$ cat config.mk
export PLATFORM = sky130hd
export DESIGN_NAME = vga_fb_write_sched
export DESIGN_NICKNAME = d
export VERILOG_FILES = /design/src/rtl/vga_fb_write_sched.sv
export SDC_FILE = /design/constraint.sdc
export NUM_CORES = 1
export LEC_CHECK = 0
export BUFFER_PORTS_ARGS = -buffer_cell sky130_fd_sc_hd__buf_2
export CORE_ASPECT_RATIO = 1.2
export CORE_MARGIN = 8
export CORE_UTILIZATION = 30
export DETAILED_ROUTE_END_ITERATION = 8
export GPL_TIMING_DRIVEN = 0
export SLEW_MARGIN = 20
export SYNTH_ARGS = -nofsm -noshare
export SYNTH_HDL_FRONTEND = slang
export SYNTH_SLANG_ARGS = --single-unit
$ cat constraint.sdc
create_clock -name CLK -period 2.4 [get_ports CLK]
set_input_delay 0.24 -clock CLK [delete_from_list [all_inputs] [get_ports CLK]]
set_output_delay 0.24 -clock CLK [all_outputs]
set_load 0.05 [all_outputs]
$ cat src/rtl/vga_fb_write_sched.sv
// vga_fb_write_sched
// Arbitrates the single framebuffer write port between CPU pixel stores and
// a rectangle-fill engine. CPU writes always win; the fill stalls around them.
// Every accepted write shows up on FB_* one cycle later as a single-cycle pulse.
//
// state   | meaning
// --------+-----------------------------------------------------------
// ST_IDLE | waiting for FILL_START; CPU writes pass straight through
// ST_FILL | walking the clipped rectangle, one pixel per free cycle
// ST_DONE | one-cycle completion pulse, then back to ST_IDLE

module vga_fb_write_sched #(
    parameter int H_RES = 80,
    parameter int V_RES = 60,
    parameter int XW    = 7,
    parameter int YW    = 6,
    parameter int DW    = 8
) (
    input  logic                 CLK,
    input  logic                 RST_N,
    input  logic                 CPU_WE,
    input  logic [XW+YW-1:0]     CPU_WA,
    input  logic [DW-1:0]        CPU_WD,
    input  logic                 FILL_START,
    input  logic                 FILL_ABORT,
    input  logic [XW-1:0]        FILL_X0,
    input  logic [YW-1:0]        FILL_Y0,
    input  logic [XW-1:0]        FILL_W,
    input  logic [YW-1:0]        FILL_H,
    input  logic [DW-1:0]        FILL_COLOR,
    output logic [XW+YW-1:0]     FB_WA,
    output logic [DW-1:0]        FB_WD,
    output logic                 FB_WE,
    output logic                 BUSY,
    output logic                 DONE
);

    localparam logic [XW:0] X_LIM = (XW+1)'(H_RES);
    localparam logic [YW:0] Y_LIM = (YW+1)'(V_RES);

    typedef enum logic [1:0] {
        ST_IDLE = 2'd0,
        ST_FILL = 2'd1,
        ST_DONE = 2'd2
    } state_t;

    state_t          state;
    logic [XW-1:0]   x_q;
    logic [YW-1:0]   y_q;
    logic [XW-1:0]   x0_q;
    logic [XW:0]     xe_q;
    logic [YW:0]     ye_q;
    logic [DW-1:0]   color_q;

    logic [XW:0]     x_sum;
    logic [YW:0]     y_sum;
    logic [XW:0]     xe_calc;
    logic [YW:0]     ye_calc;
    logic            fill_empty;
    logic            x_last;
    logic            y_last;

    // Clipped end coordinates, one bit wider than the fields so the sum cannot wrap.
    always_comb begin
        x_sum      = {1'b0, FILL_X0} + {1'b0, FILL_W};
        y_sum      = {1'b0, FILL_Y0} + {1'b0, FILL_H};
        xe_calc    = (x_sum > X_LIM) ? X_LIM : x_sum;
        ye_calc    = (y_sum > Y_LIM) ? Y_LIM : y_sum;
        fill_empty = (FILL_W == '0) || (FILL_H == '0) ||
                     ({1'b0, FILL_X0} >= X_LIM) || ({1'b0, FILL_Y0} >= Y_LIM);
        x_last     = ({1'b0, x_q} == (xe_q - (XW+1)'(1)));
        y_last     = ({1'b0, y_q} == (ye_q - (YW+1)'(1)));
    end

    // Scheduler FSM with registered write port and status outputs.
    always_ff @(posedge CLK or negedge RST_N) begin
        if (!RST_N) begin
            state   <= ST_IDLE;
            x_q     <= '0;
            y_q     <= '0;
            x0_q    <= '0;
            xe_q    <= '0;
            ye_q    <= '0;
            color_q <= '0;
            FB_WA   <= '0;
            FB_WD   <= '0;
            FB_WE   <= 1'b0;
            BUSY    <= 1'b0;
            DONE    <= 1'b0;
        end else begin
            FB_WE <= 1'b0;
            DONE  <= 1'b0;

            // CPU store is never dropped, whatever the fill engine is doing.
            if (CPU_WE) begin
                FB_WE <= 1'b1;
                FB_WA <= CPU_WA;
                FB_WD <= CPU_WD;
            end

            case (state)
                ST_IDLE: begin
                    if (FILL_START) begin
                        x0_q    <= FILL_X0;
                        color_q <= FILL_COLOR;
                        xe_q    <= xe_calc;
                        ye_q    <= ye_calc;
                        x_q     <= FILL_X0;
                        y_q     <= FILL_Y0;
                        if (fill_empty) begin
                            state <= ST_DONE;
                            DONE  <= 1'b1;
                        end else begin
                            state <= ST_FILL;
                            BUSY  <= 1'b1;
                        end
                    end
                end

                ST_FILL: begin
                    if (FILL_ABORT) begin
                        state <= ST_IDLE;
                        BUSY  <= 1'b0;
                    end else if (!CPU_WE) begin
                        FB_WE <= 1'b1;
                        FB_WA <= {y_q, x_q};
                        FB_WD <= color_q;
                        if (x_last) begin
                            x_q <= x0_q;
                            y_q <= y_q + YW'(1);
                        end else begin
                            x_q <= x_q + XW'(1);
                        end
                        if (x_last && y_last) begin
                            state <= ST_DONE;
                            BUSY  <= 1'b0;
                            DONE  <= 1'b1;
                        end
                    end
                end

                ST_DONE: begin
                    state <= ST_IDLE;
                end

                default: begin
                    state <= ST_IDLE;
                    BUSY  <= 1'b0;
                end
            endcase
        end
    end

endmodule

==> results.md <==
- Clock Tree Root: clkbuf_16
- Die Ht: 148 µm
- Post-route cell area: 5440 µm²
- Max Slew Vio Count: 0
- Drc violations: 0
- Total track usage: 13.7%
- Syn nets: 553
- FILL cells: 1,404
- Hold Path Cell Cnt: 3
- Sequential share of power: 33.0%
- Final ANT Viol Nets: 0
- Share of flip-flops with an asynchronous set or reset: 100%
- Largest area contributor in the netlist: dfrtp_1
- Leak Pwr: 0.00250 µW
- CTS tree: done
- Post-synthesis register bit count: 69
- Buffers on Ports: 82
- CTS Sinks: 69
- Maximum vdd drop: 0.340 mV
- First-pass DRT Iterations: 6
- Fmax: 423 MHz
- Nets: 652
- Final min period: 2.36 ns
- Clock latency on the worst-skew pair: 0.33 ns
- Vias in the first global route: 4,123
- Most common cell after layout, fill and taps aside: nand2_1
- Vias post-DR: 3,867
- PD cells: 984 nW/µm²
- Gate power share: 40.2%
- Outcome: complete, no violations
- Relative max-transition margin: 58.1%
- Switch Pwr: 2080 µW
- Internal power: 3270 µW
- Vias/cell: 5.14
- 1st-iter DRT viols: 172
- Overflow after GRT: 0
- Kind of end point of the critical path: register
- Design Power: 5350 µW
- Starting Density: 30.4%
- Area grow syn2layout: 25.7%
- Placed cells: 732
- Die Wd: 126 µm
- Synthesized area: 4330 µm²
- Clock Skew: 0.00668 ns
- # IOs: 84
- Num CTS Buffers: 9
- Top FF cell, synth: dfrtp_1
- Std cell rows: 48
- Worst-margin pin slew: 0.625 ns
- Crit path DAT: 2.56 ns
- Worst Path Max Fanout: 5
- Clock Path Buffers: 2
- Setup repair after global routing missed its margin: yes
- Core area: 14,200 µm²
- Worst Hold Class: in2reg
- Initial antenna violation count: 0
- HPWL Detailed: 9800 µm
- Largest net degree at the start of global routing: 43
- H-tree Lvls: 3
- Most frequent cells in the layout: nand2_1 (96), buf_2 (82), dfrtp_1 (68)
- Fin cells: 753
- Depth of the worst register-to-register path: 7
- Critical Path RT: 2.59 ns
- Mapped Cells: 474
- Setup WS pre-CTS: -0.117 ns
- Syn Area/Cell: 9.13 µm²
- Tcrit/Tclk final: 98.4%
- Kind of critical path: reg2reg
- Die area: 18,500 µm²
- Sw Share: 38.9%
- Fin util: 38.2%
- EDFF count, synth: 0
- Share of Yosys cell area claimed by the top area cell type: 39.9%
- Fin. Hold Viols: 0
- Max-cap viol count: 0
- Drt wl/cell: 16.6 µm
- First-pass GRT wire length: 20,500 µm
- Seq/Total Area, Yosys: 39.9%
- Synth warn: 0
- Clk pin slew, worst setup/hold paths: 0.06 ns
- Worst Setup Start Kind: register
- Antenna diodes: 0
- Top cells by area, synth: dfrtp_1 (40%), nand2_1 (8.3%), mux2i_1 (6.5%), ha_1 (4.9%), xnor2_1 (2.8%)
- Final WS setup: 0.0376 ns
- Routability cong.: 0.825
- Clock group share of total power: 26.9%
- Final WL: 12,500 µm
- Setup violations, final: 0
- Count of cell types in the netlist: 69
- Placed Area: 4980 µm²
- Layout cells sized above 1: 24.4%
-- power by group through the flow --
stage / combinational (µW) / sequential (µW) / clock, µW
after global placement: 1920 / 1780 / 0
after floorplan: 1330 / 1890 / 0
final: 2150 / 1760 / 1440
after detailed placement: 1990 / 1790 / 0
after global routing: 2380 / 1810 / 1520
after CTS: 2020 / 1770 / 1470
-- registers in the layout, indices dropped and copies added, names as in the netlist --
register  cells
x_q           7
FB_WD         8
state         2
BUSY          1
DONE          1
ye_q          7
xe_q          8
FB_WA        13
color_q       8
FB_WE         1
y_q           6
x0_q          7
-- synth_stat cells (all sizes together), types with 2 or more instances --
cell type  count
inv           21
nand2b         8
a21o           5
o32ai          2
mux2i         28
nand4          3
xor2          11
nor2b          4
clkbuf        18
and2           3
and3           2
o22ai          3
o211ai         9
o31ai          4
nor3b          3
fa             2
or2            3
ha            17
nand2         96
o22a           2
dfrtp         69
or4            2
o21ai         39
or2b           3
nor2          21
nor3           8
a32o           2
xnor2         15
nand3         13
a311oi         2
a211oi         7
a21oi         16
a31oi          6
nor4           4
buf            4
-- path summary, 6_finish.rpt --
check | slack (ns) | to | from
min | 0.1 | color_q[6] | FILL_COLOR[6]
max in group asynchronous | 1.48 | y_q[0] | RST_N
min in group asynchronous | 0.37 | x0_q[2] | RST_N
max reg2reg | 0.04 | x_q[5] | xe_q[2]
min reg2reg | 0.47 | x0_q[6] | x0_q[6]
max | 0.04 | x_q[5] | xe_q[2]
-- final cells by class --
class                      count  area (µm²)  share of cell area (%)
clock inverter                 6        93.8                    1.72
inverter                      21        78.8                    1.45
multi-input combinational    362        2450                    45.0
tap                          175         219                    4.02
clock buffer                  10         229                    4.21
sequential                    69        1730                    31.8
buffer                        22         151                    2.78
timing repair buffer          88         490                    9.01
-- routing by layer --
layer,GRT usage (%),part of all wire (%),vias up
met1,14.6,40,1865
li1,-,-,1869
met4,7.75,4.2,0
met5,0,0,-
met3,2.31,3.0,34
met2,25.3,53,99
-- what timing repair did --
| action | in CTS | in global routing |
|---|---|---|
| endpoints found under the setup margin | 7 | 30 |
| gates cloned | 0 | 1 |
| pin swaps | 1 | 5 |
| hold buffers | 1 | 0 |
| endpoints found under the hold margin | 27 | 0 |
| buffers inserted | 0 | 3 |
| gates resized for setup | 2 | 16 |
-- through the flow --
step / hold WS, ns / setup TNS, ns
2_1_floorplan: -0.0556 / 0
3_3_place_gp: 0.437 / -0.140
3_5_place_dp: 0.187 / -0.569
4_1_cts: 0.0877 / 0
5_1_grt: 0.104 / -0.0480
6_report: 0.0971 / 0
-- logic make-up (layout without fill, tap and decap cells) --
logic type      count (synthesis)  count (layout)  share of synthesized area, %
compound gates                110             110                          17.3
xor+xnor                       26              26                          5.43
fa+ha+maj                      19              19                          5.84
buf+inv                        43             147                          5.17
flops                          69              69                          39.9
mux                            28              28                          6.47
simple gates                  179             179                          19.9
-- worst max-delay path, cell delays in order (launching register included) --
cell,delay [ns]
dfrtp_2,0.43
or4_4,0.58
o22ai_1,0.16
nor3b_2,0.37
a211o_4,0.24
buf_8,0.13
mux2i_1,0.21
o211ai_1,0.11
Power figures use the tool's default switching activity.
